File: src/rtl/ex_div_if.sv
// Request/result bundle between the execute stage and the iterative divider.
// The execute stage drives operands and control (master); the divider returns
// the registered {remainder, quotient} result and its valid flag (slave).
interface ex_div_if;
    logic        signed_div_i;
    logic [31:0] opdata1_i;
    logic [31:0] opdata2_i;
    logic        start_i;
    logic        annul_i;
    logic [63:0] result_o;
    logic        ready_o;

    modport master (
        output signed_div_i,
        output opdata1_i,
        output opdata2_i,
        output start_i,
        output annul_i,
        input  result_o,
        input  ready_o
    );

    modport slave (
        input  signed_div_i,
        input  opdata1_i,
        input  opdata2_i,
        input  start_i,
        input  annul_i,
        output result_o,
        output ready_o
    );
endinterface

File: src/rtl/ex_div.sv
// Iterative 32-bit restoring radix-2 divider for DIV/DIVU.
// One quotient bit is produced per cycle.  Signed operations divide the
// operand magnitudes and then correct the signs of the quotient and the
// remainder.  The result is held while the execute stage keeps start_i high.
module ex_div (
    input  logic     clk,
    input  logic     rst,
    ex_div_if.slave  bus
);

    typedef enum logic [1:0] {
        ST_FREE        = 2'd0,
        ST_DIV_BY_ZERO = 2'd1,
        ST_ON          = 2'd2,
        ST_END         = 2'd3
    } state_t;

    // Two's-complement negate, modulo 2^32.
    function automatic logic [31:0] neg32(input logic [31:0] v);
        return (~v) + 32'd1;
    endfunction

    // Magnitude of an operand; unsigned operands pass through untouched.
    // The most negative value wraps back to itself, which is what the
    // modulo-2^32 result arithmetic expects.
    function automatic logic [31:0] mag32(input logic [31:0] v, input logic is_signed);
        logic [31:0] m;
        if (is_signed && v[31]) begin
            m = neg32(v);
        end else begin
            m = v;
        end
        return m;
    endfunction

    // Registered state
    state_t      state_r;
    logic [5:0]  cnt_r;
    logic [64:0] work_r;
    logic [31:0] divisor_r;
    logic        signed_r;
    logic        dividend_neg_r;
    logic        divisor_neg_r;
    logic [63:0] result_r;
    logic        ready_r;

    // Next-state values
    state_t      state_s;
    logic [5:0]  cnt_s;
    logic [64:0] work_s;
    logic [31:0] divisor_s;
    logic        signed_s;
    logic        dividend_neg_s;
    logic        divisor_neg_s;
    logic [63:0] result_s;
    logic        ready_s;

    // Datapath helpers
    logic [32:0] diff_s;
    logic [31:0] quotient_s;
    logic [31:0] remainder_s;

    // Trial subtraction of the divisor from the current partial remainder;
    // diff_s[32] set means the subtraction borrowed (partial remainder too small).
    always_comb begin
        diff_s = {1'b0, work_r[63:32]} - {1'b0, divisor_r};
    end

    // Sign fix-up of the final quotient and remainder.
    always_comb begin
        quotient_s  = work_r[31:0];
        remainder_s = work_r[64:33];
        if (signed_r && (dividend_neg_r ^ divisor_neg_r)) begin
            quotient_s = neg32(work_r[31:0]);
        end else begin
            quotient_s = work_r[31:0];
        end
        if (signed_r && dividend_neg_r) begin
            remainder_s = neg32(work_r[64:33]);
        end else begin
            remainder_s = work_r[64:33];
        end
    end

    // Next-state, datapath update and output values for the divider FSM.
    always_comb begin
        state_s        = state_r;
        cnt_s          = cnt_r;
        work_s         = work_r;
        divisor_s      = divisor_r;
        signed_s       = signed_r;
        dividend_neg_s = dividend_neg_r;
        divisor_neg_s  = divisor_neg_r;
        result_s       = result_r;
        ready_s        = ready_r;

        case (state_r)
            ST_FREE: begin
                result_s = 64'd0;
                ready_s  = 1'b0;
                // A flush in the same cycle wins over a new request.
                if (bus.start_i && !bus.annul_i) begin
                    if (bus.opdata2_i == 32'd0) begin
                        state_s = ST_DIV_BY_ZERO;
                    end else begin
                        state_s        = ST_ON;
                        cnt_s          = 6'd0;
                        signed_s       = bus.signed_div_i;
                        dividend_neg_s = bus.signed_div_i & bus.opdata1_i[31];
                        divisor_neg_s  = bus.signed_div_i & bus.opdata2_i[31];
                        divisor_s      = mag32(bus.opdata2_i, bus.signed_div_i);
                        work_s         = {32'd0, mag32(bus.opdata1_i, bus.signed_div_i), 1'b0};
                    end
                end else begin
                    state_s = ST_FREE;
                end
            end

            ST_DIV_BY_ZERO: begin
                // Division by zero reports a zero quotient and zero remainder.
                state_s  = ST_END;
                result_s = 64'd0;
                ready_s  = 1'b1;
            end

            ST_ON: begin
                if (bus.annul_i) begin
                    state_s  = ST_FREE;
                    cnt_s    = 6'd0;
                    result_s = 64'd0;
                    ready_s  = 1'b0;
                end else if (cnt_r != 6'd32) begin
                    if (diff_s[32]) begin
                        // Divisor does not fit: shift in a 0 quotient bit.
                        work_s = {work_r[63:0], 1'b0};
                    end else begin
                        // Divisor fits: keep the difference, shift in a 1.
                        work_s = {diff_s[31:0], work_r[31:0], 1'b1};
                    end
                    cnt_s = cnt_r + 6'd1;
                end else begin
                    state_s  = ST_END;
                    cnt_s    = 6'd0;
                    result_s = {remainder_s, quotient_s};
                    ready_s  = 1'b1;
                end
            end

            ST_END: begin
                // Hold the result until the execute stage releases the request.
                if (!bus.start_i) begin
                    state_s  = ST_FREE;
                    result_s = 64'd0;
                    ready_s  = 1'b0;
                end else begin
                    state_s = ST_END;
                end
            end

            default: begin
                state_s  = ST_FREE;
                cnt_s    = 6'd0;
                result_s = 64'd0;
                ready_s  = 1'b0;
            end
        endcase
    end

    // State and datapath registers; active-low reset clears everything at once.
    always_ff @(posedge clk or negedge rst) begin
        if (!rst) begin
            state_r        <= ST_FREE;
            cnt_r          <= 6'd0;
            work_r         <= 65'd0;
            divisor_r      <= 32'd0;
            signed_r       <= 1'b0;
            dividend_neg_r <= 1'b0;
            divisor_neg_r  <= 1'b0;
            result_r       <= 64'd0;
            ready_r        <= 1'b0;
        end else begin
            state_r        <= state_s;
            cnt_r          <= cnt_s;
            work_r         <= work_s;
            divisor_r      <= divisor_s;
            signed_r       <= signed_s;
            dividend_neg_r <= dividend_neg_s;
            divisor_neg_r  <= divisor_neg_s;
            result_r       <= result_s;
            ready_r        <= ready_s;
        end
    end

    assign bus.result_o = result_r;
    assign bus.ready_o  = ready_r;

endmodule

File: src/flat_wrapper.sv
// flat-port wrapper written by rule: the top's interface ports become plain ports
module ex_div_flat 
  (clk, rst, bus_signed_div_i, bus_opdata1_i, bus_opdata2_i, bus_start_i, bus_annul_i, bus_result_o, bus_ready_o);
  ex_div_if bus_i ();
  input  logic clk;
  input  logic rst;
  input wire logic [$bits(bus_i.signed_div_i)-1:0] bus_signed_div_i;
  input wire logic [$bits(bus_i.opdata1_i)-1:0] bus_opdata1_i;
  input wire logic [$bits(bus_i.opdata2_i)-1:0] bus_opdata2_i;
  input wire logic [$bits(bus_i.start_i)-1:0] bus_start_i;
  input wire logic [$bits(bus_i.annul_i)-1:0] bus_annul_i;
  output wire logic [$bits(bus_i.result_o)-1:0] bus_result_o;
  output wire logic [$bits(bus_i.ready_o)-1:0] bus_ready_o;
  assign bus_i.signed_div_i = bus_signed_div_i;
  assign bus_i.opdata1_i = bus_opdata1_i;
  assign bus_i.opdata2_i = bus_opdata2_i;
  assign bus_i.start_i = bus_start_i;
  assign bus_i.annul_i = bus_annul_i;
  assign bus_result_o = bus_i.result_o;
  assign bus_ready_o = bus_i.ready_o;
  ex_div u_core (.clk(clk), .rst(rst), .bus(bus_i));
endmodule
File: config.mk
export PLATFORM = sky130hd
export DESIGN_NAME = ex_div_flat
export DESIGN_NICKNAME = d
export VERILOG_FILES = /design/src/rtl/ex_div_if.sv /design/src/rtl/ex_div.sv /design/src/flat_wrapper.sv
export SDC_FILE = /design/constraint.sdc
export NUM_CORES = 1
export LEC_CHECK = 0
export ABC_AREA = 1
export CAP_MARGIN = 20
export CORE_MARGIN = 2
export CORE_UTILIZATION = 25
export CTS_BUF_LIST = sky130_fd_sc_hd__clkbuf_4
export DETAILED_ROUTE_END_ITERATION = 16
export PLACE_DENSITY = 0.42
export SLEW_MARGIN = 40
export SYNTH_ARGS = -nofsm -noshare
export SYNTH_HDL_FRONTEND = slang
export SYNTH_SLANG_ARGS = --single-unit
File: constraint.sdc
create_clock -name clk -period 2.2 [get_ports clk]
set_input_delay 0.22 -clock clk [delete_from_list [all_inputs] [get_ports clk]]
set_output_delay 0.22 -clock clk [all_outputs]
set_load 0.005 [all_outputs]
-- Word level (Yosys, flattened, before mapping)
Cells that the tools add are included.
- register bits: 173
- bits in latches: 0
- memory bits (writable): 0
- bits in read-only memories: 0
- input bits: 69
- output and inout port bits: 65
- logic and storage cells: 76
- memories: 0
- add/subtract/negate cells: 6
- multipliers: 0
- div/mod/pow operators: 0
- magnitude comparators: 0
- equal/unequal tests: 10
- shifts and indexed selects: 0
- multiplexer cells: 29
- bitwise gates (word level): 8
- reduce and logical (&&, ||, !) cells: 14
- operators with widths (kind ; number):
    $mux 65 ; 5
    $mux 64 ; 3
    $pmux 64 s3 ; 1
    $pmux 65 s2 ; 1
    $add 32x1->32 const B ; 4
    $mux 32 ; 4
    $not 32->32 ; 4
    $sub 32x32->33 ; 1
    $logic_not 32->1 ; 1
    $mux 6 ; 4
    $pmux 6 s2 ; 1
    $mux 2 ; 5
    $pmux 2 s4 ; 1
    $add 6x1->6 const B ; 1
    $ne 2x2->1 const B ; 3
    $ne 6x6->1 const B ; 1
    $reduce_and 3->1 ; 2
    $logic_and 1x1->1 ; 5
    $reduce_and 5->1 ; 1
    $eq 2x2->1 const B ; 2
    $ne 2x1->1 const B ; 2
    $pmux 1 s4 ; 1
    $mux 1 ; 3
    $ne 3x3->1 const B ; 1
    other kinds (9) ; 10

-- Depth between registers and ports, before layout
Gate-level depths: netlist of the first run.
- depth after elaboration: 6
- gate-level depth with buffers: 17
- mapped depth without buffers: 16

-- Worst setup path after synthesis of the first run
No wires, ideal clock.
- path type: register -> register
- from: reg u_core.divisor_r[0]
- to: reg u_core.work_r[50]
- data arrival time: 1.987 ns
- slack: 0.095 ns
- cell stages (with the launch flop): 16
- path buffers: 1
- period minus slack after synthesis: 2.105 ns
- cells stage by stage: dfrtp_1 > ha_1 > fa_1 > inv_1 > nand2_1 > nand2_1 > nand3_1 > nand2_1 > nand2_1 > nand2_1 > nand2_1 > nand2_2 > buf_4 > nand3_1 > nand3_1 > nand2_1
- word-level cells in the longest chain between the ends: 5
- RTL lines (item ; RTL line ; source):
    start, declared ; ex_div.sv:40 ; logic [31:0] divisor_r;
    start signal, assigned ; ex_div.sv:185 ; divisor_r <= divisor_s;
    $sub 32x32->33 ; ex_div.sv:66 ; diff_s = {1'b0, work_r[63:32]} - {1'b0, divisor_r};
    $mux 65 ; ex_div.sv:133 ; if (diff_s[32]) begin
    $mux 65 ; ex_div.sv:132 ; end else if (cnt_r != 6'd32) begin
    $mux 65 ; ex_div.sv:127 ; if (bus.annul_i) begin
    $pmux 65 s2 ; ex_div.sv:97 ; case (state_r)
    end signal, assigned ; ex_div.sv:184 ; work_r <= work_s;
    end, declared ; ex_div.sv:39 ; logic [64:0] work_r;
Every way passes these cells. The select of a mux whose other input is x is not followed.
A chain may end at the register's enable or synchronous reset.

-- Final worst setup path of the first run
- from: reg u_core.work_r[58]
- to: reg u_core.work_r[57]
- word-level cells in the longest chain between the ends: 5
- RTL lines (item ; RTL line):
    $sub 32x32->33 ; ex_div.sv:66
    $mux 65 ; ex_div.sv:133
    $mux 65 ; ex_div.sv:132
    $mux 65 ; ex_div.sv:127
    $pmux 65 s2 ; ex_div.sv:97
Every way passes these cells. The select of a mux whose other input is x is not followed.

==> results of run 1 <==
==> metrics by stage <==
stage / worst slack (ps) / total power, mW
CTS: 3.162 / 16.27
detailed placement: -244.7 / 14.10
floorplan: 94.65 / 9.754
global route: -49.79 / 18.23
finish: 86.37 / 16.72
global placement: -241.0 / 14.12
==> critical path, cell delays in order, from the launching register on <==
cell     delay (ps)
dfrtp_1         460
ha_4            290
nand2_2          60
nor2_2          120
inv_1            70
nor3_2          110
buf_4           130
buf_4           100
a21oi_4          50
buf_12          140
nand2_8          90
buf_6           120
nand3_1          80
nand2_1          90
nand2_1          70
==> cell type report <==
class | count | share of cell area
well taps | 696 | 0.04732
flip-flops and latches | 173 | 0.2355
clock buffers | 17 | 0.006935
multi-input cells | 1587 | 0.4454
inverters | 313 | 0.06384
diodes | 1 | 0.0001360
repair buffers | 389 | 0.1916
clock inverters | 15 | 0.009314
==> cells by family after synthesis <==
family,after synthesis,synth area share
AOI/OAI and AO/OA,256,0.1059
xor gates and xnor gates,60,0.03904
adders and majority gates,44,0.04146
buffers and inverters,373,0.1112
DFF,173,0.3216
and+or+nand+nor,1227,0.3808
==> cells in the mapped netlist (7+ instances only) <==
library cell / number
buf_6: 7
o21ai_1: 20
clkbuf_1: 20
a21oi_1: 51
nor3_1: 22
buf_2: 23
ha_1: 43
nand3_1: 220
or2_2: 7
nor2_1: 188
o21ai_2: 23
dfrtp_1: 173
nand4_1: 27
inv_1: 310
o21ai_0: 137
nand2_1: 733
xnor2_1: 18
xor2_1: 42
==> path summary, 6_finish.rpt <==
path	endpoint	depth (start not counted)
setup reg to reg	u_core.work_r[57]	14
min in group asynchronous	u_core.work_r[39]	3
hold / removal	u_core.divisor_r[31]	3
setup / recovery	u_core.work_r[57]	14
hold reg to reg	u_core.divisor_r[12]	2
max in group asynchronous	u_core.divisor_r[5]	4
==> flip-flops by register name, indices dropped and copies added, names as in the netlist <==
signal and count:
u_core.bus.result_o 64, u_core.signed_r 1, u_core.divisor_neg_r 1, u_core.bus.ready_o 1, u_core.cnt_r 6, u_core.divisor_r 32
u_core.dividend_neg_r 1, u_core.work_r 65, u_core.state_r 2
==> repair_timing <==
action / 4_1_cts / 5_1_grt
hold buffers: 3 / 0
gates cloned: 0 / 2
setup buffers: 1 / 9
pin swaps: 1 / 18
endpoints found under the hold margin: 173 / 0
setup endpoints to repair: 33 / 48
resized for setup: 17 / 120
==> routing by layer <==
layer | part of all wire | up-vias | routed length, um | GRT usage
met3 | 0.036 | 39 | 1863 | 0.02762
met2 | 0.45 | 249 | 23770 | 0.3029
met4 | 0.017 | 0 | 903 | 0.05327
met1 | 0.49 | 6765 | 25930 | 0.2655
li1 | - | 7452 | - | -
met5 | 0 | - | 0 | 0
==> power by group <==
group	switching [mW]	total, mW	internal [mW]	leakage [nW]
Combinational	5.90	10.0	4.11	6.99
Clock	1.42	2.04	0.624	0.159
Sequential	0.698	4.67	3.98	2.29
Total	8.02	16.7	8.71	9.44
==> qor.yml, run 1 <==
drt_pass1_iterations: 5
rsz0062_at_grt: "yes"
peakVddDrop_uv: 333.2
drt_wl_total_um: 52460
finalHoldViolCount: 0
finalCritPeriodShare: 0.9607
maxCapViolCount: 0
p_leak_nw: 9.439
rows: 85
synthCells: 2133
worst_setup_path_start_kind: "flip-flop"
worst_pin_slew_ps: 465.7
hp-start: "bus_opdata2_i[31]"
routedWlPerCell_um: 16.44
initial_core_util: 0.2516
port_buffers: 133
r2r_setup_slack_ps: 90
synth-seq-cells: 173
vias_per_cell: 4.546
fin_util: 0.3440
grt_pass1_vias: 14069
slew_headroom: 0.6896
area_growth_pct: 36.73
die_h_um: 236.0
status: "complete, no violations"
finalSetupViolations: 0
worstPathRequired_ps: 2830
slew_violations: 0
drive_above_1_share: 0.1800
syn_avg_cell_area_sq_um: 6.311
cts.sinks: 173
drc_errors: 0
ctsHtreeMaxLevel: 4
cts_root_buf: "clkbuf_4"
dieArea_sq_um: 55710
via_count: 14505
numCtsBuffers: 17
criticalPathCategory: "flip-flop to flip-flop"
regArea_sq_um: 4334
critPathLaunch: "u_core.work_r[58]"
crit_path_end_kind: "flip-flop"
fin_cells: 3191
arrival_ps: 2740
grt_max_degree: 54
clkTransAtPathRegs_ps: 170
synth-async-reset-ratio: 1.000
period_needed_ps: 2114
post_dp_cell_area_sq_um: 17310
drt_iter0_drc: 970
gp_congestion: 0.8797
synth-seq-area-share: 0.3216
clockBufferDepth: 2
fin_nets: 2594
synth_nets: 2246
antenna_left: 0
skew_ps: 33.81
multi_input_area_sq_um: 8197
clk_latency_ps: 750
yosys_warnings: 0
fmax_ghz: 0.4731
ios: 134
dp_hpwl_um: 42640
dpl.cell_count: 3143
fin_area_sq_um: 18400
yosys.area.top_type: "dfrtp_1"
synth_ff_type: "dfrtp_1"
tritoncts: "built"
grt_pass1_wl_um: 81430
grt_usage: 0.1896
antenna_found_initial: 1
synth_top_area_share: 0.3216
grt.overflow.total: 0
critPathMaxFanout: 7
powerDensity_nw_per_um2: 908.7
hold_path_class: "input pin to flip-flop"
final_cell_mix: "707 x nand2_1, 303 x inv_1, 228 x buf_4"
rr_startpoint: "u_core.work_r[58]"
fillCellCount: 5823
fin_hold_ws_ps: 124.1
synth_area_leaders: "dfrtp_1 32%, nand2_1 20%, inv_1 8.6%"
die_w_um: 236.0
synth_edf_count: 0
syn-cell-area_sq_um: 13460
ys_types: 42
fin_setup_tns_ps: 0
mostFrequentLayoutCell: "nand2_1"
coreArea_sq_um: 53500
Power figures use the tool's default switching activity.
==> run 2, diff against run 1 <==
CTS_CLUSTER_DIAMETER = 50   (was default)
PLACE_DENSITY = 0.4   (was 0.42)
clock period = 2.6 ns   (was 2.2 ns; I/O delays follow)
==> run 2 against run 1 <==
Design area shrank 12%; core utilization shrank 4.0 points; clock skew shrank 2.2 ps; sequential share of layout area grew 3.0 points; non-clock buffer count shrank 183; critical endpoint is now u_core.bus.result_o[56]; hold slack lost 59 ps; power shrank 24%; global-route usage is essentially flat; first-iteration DRC count shrank 7.9%; largest power group unchanged; highest routed layer unchanged; routed wire length shrank 2.2%; sequential power shrank 15%; critical path depth shrank 3.
==> qor.yml, run 2 (same netlist as run 1, synthesis figures left out) <==
status: "complete, no violations"
grt.overflow.total: 0  # unchanged
peakVddDrop_uv: 351.0  # +5.4%
dp_hpwl_um: 41860  # -1.8%
finalHoldViolCount: 0  # unchanged
vias_per_cell: 4.588  # +0.93%
initial_core_util: 0.2516  # unchanged
cts.sinks: 173  # unchanged
fmax_ghz: 0.4108  # -13%
fin_cells: 3007  # -5.8%
drc_errors: 0  # unchanged
drt_pass1_iterations: 5  # unchanged
crit_path_end_kind: "flip-flop"
clk_latency_ps: 770  # +20 ps
final_cell_mix: "733 x nand2_1, 309 x inv_1, 220 x nand3_1"
fillCellCount: 6019  # +3.4%
arrival_ps: 3100  # +360 ps
dpl.cell_count: 2974  # -5.4%
maxCapViolCount: 0  # unchanged
antenna_found_initial: 3  # +2
clockBufferDepth: 2  # unchanged
dieArea_sq_um: 55710  # unchanged
antenna_left: 0  # unchanged
rsz0062_at_grt: "no"
fin_setup_tns_ps: 0  # unchanged
routedWlPerCell_um: 17.06  # +3.8%
grt_max_degree: 74  # +37%
regMostFlops: "u_core.work_r"
die_w_um: 236.0  # unchanged
fin_hold_ws_ps: 64.98  # -59.16 ps
drt_wl_total_um: 51300  # -2.2%
post-place-ws_ps: 35.75  # +280.4 ps
critPathMaxFanout: 5  # -2
critPathLaunch: "u_core.work_r[33]"
reg2reg_to: "u_core.bus.result_o[56]"
criticalPathCategory: "flip-flop to flip-flop"
mostFrequentLayoutCell: "nand2_1"
coreArea_sq_um: 53500  # unchanged
p_leak_nw: 8.369  # -11%
largest_reg_flops: 65  # unchanged
slew_violations: 0  # unchanged
period_needed_ps: 2434  # +320.6 ps
rows: 85  # unchanged
ios: 134  # unchanged
grt_pass1_wl_um: 80920  # -0.63%
postCtsSetupBuffers: 0  # -1
numCtsBuffers: 17  # unchanged
ctsHtreeMaxLevel: 4  # unchanged
tritoncts: "built"
r2r_cells: 11  # -3
rr_startpoint: "u_core.work_r[33]"
finalCritPeriodShare: 0.9363  # -0.02449
grt_usage: 0.1899  # +0.0002824
grt_pass1_vias: 13496  # -4.1%
die_h_um: 236.0  # unchanged
hold_path_class: "input pin to asynchronous set/reset pin"
fin_ws_ps: 165.7  # +79.37 ps
slew_headroom: 0.5022  # -0.1873
gp_congestion: 0.8978  # +2.1%
via_count: 13796  # -4.9%
r2r_setup_slack_ps: 170  # +80 ps
finalSetupViolations: 0  # unchanged
cts_root_buf: "clkbuf_4"
worst_pin_slew_ps: 746.6  # +281.0 ps
drive_above_1_share: 0.07013  # -0.1099
fin_nets: 2411  # -7.1%
worstPathRequired_ps: 3260  # +430 ps
skew_ps: 31.60  # -2.208 ps
critPathCapture: "u_core.bus.result_o[56]"
area_growth_pct: 21.00
powerDensity_nw_per_um2: 780.5  # -14%
worst_setup_path_start_kind: "flip-flop"
port_buffers: 133  # unchanged
drt_iter0_drc: 893  # -7.9%
clkTransAtPathRegs_ps: 190  # +20 ps
run 2: timing repair:
item,4_1_cts,5_1_grt
setup endpoints to repair,0,28
resized for setup,0,6
hold endpoints to repair,132,0
hold buffers,1,0
run 2: per-stage QoR:
| stage | utilization | instance area [sq um] | power (mW) |
|---|---|---|---|
| after floorplan | - | 13460 | 8.253 |
| after global placement | 0.2982 | 15950 | 11.02 |
| after detailed placement | 0.2982 | 15950 | 10.98 |
| after CTS | 0.3041 | 16270 | 12.88 |
| after global routing | 0.3045 | 16290 | 13.95 |
| final | 0.3045 | 16290 | 12.71 |
run 2: worst max-delay path: stages, from the launching register on:
cell and delay [ps]:
dfrtp_1 440, inv_1 100, buf_4 160, ha_1 200, nand3_1 120, nor2_1 230
nand3_1 170, nand2_1 100, inv_1 80, nor2_1 390, a21oi_1 130, o21ai_0 210
run 2: where the power goes:
part	internal, mW	switching (mW)	leakage, nW	total [mW]
sequential	3.36	0.627	2.30	3.99
combinational	2.37	4.54	5.92	6.91
clock	0.604	1.21	0.154	1.82
run 2: area by class of cell:
class / count / area, sq um / area share
repair buffers: 206 / 1956 / 0.1201
multi-input cells: 1587 / 7649 / 0.4696
clock buffers: 17 / 127.6 / 0.007836
inverters: 313 / 1175 / 0.07214
flip-flops and latches: 173 / 4330 / 0.2659
well taps: 696 / 870.8 / 0.05347
diodes: 1 / 2.502 / 0.0001536
clock inverters: 14 / 176.4 / 0.01083
run 2: worst min-delay path by stage:
stage          depth (start not counted)  from  slack [ps]              endpoint
3_3_place_gp                           1   rst         340  u_core.divisor_r[12]
6_report                               2   rst          60  u_core.divisor_r[12]
5_1_grt                                2   rst          90  u_core.divisor_r[12]
3_5_place_dp                           1   rst         340  u_core.divisor_r[12]
4_1_cts                                2   rst          30  u_core.divisor_r[12]
2_1_floorplan                          0   rst         -40    u_core.bus.ready_o
run 2: routing by layer:
metal / share of wire / GRT usage / wire, um
met1: 0.50 / 0.2711 / 25810
met2: 0.45 / 0.2999 / 23020
met3: 0.033 / 0.02621 / 1696
met4: 0.015 / 0.04941 / 770
met5: 0 / 0 / 0
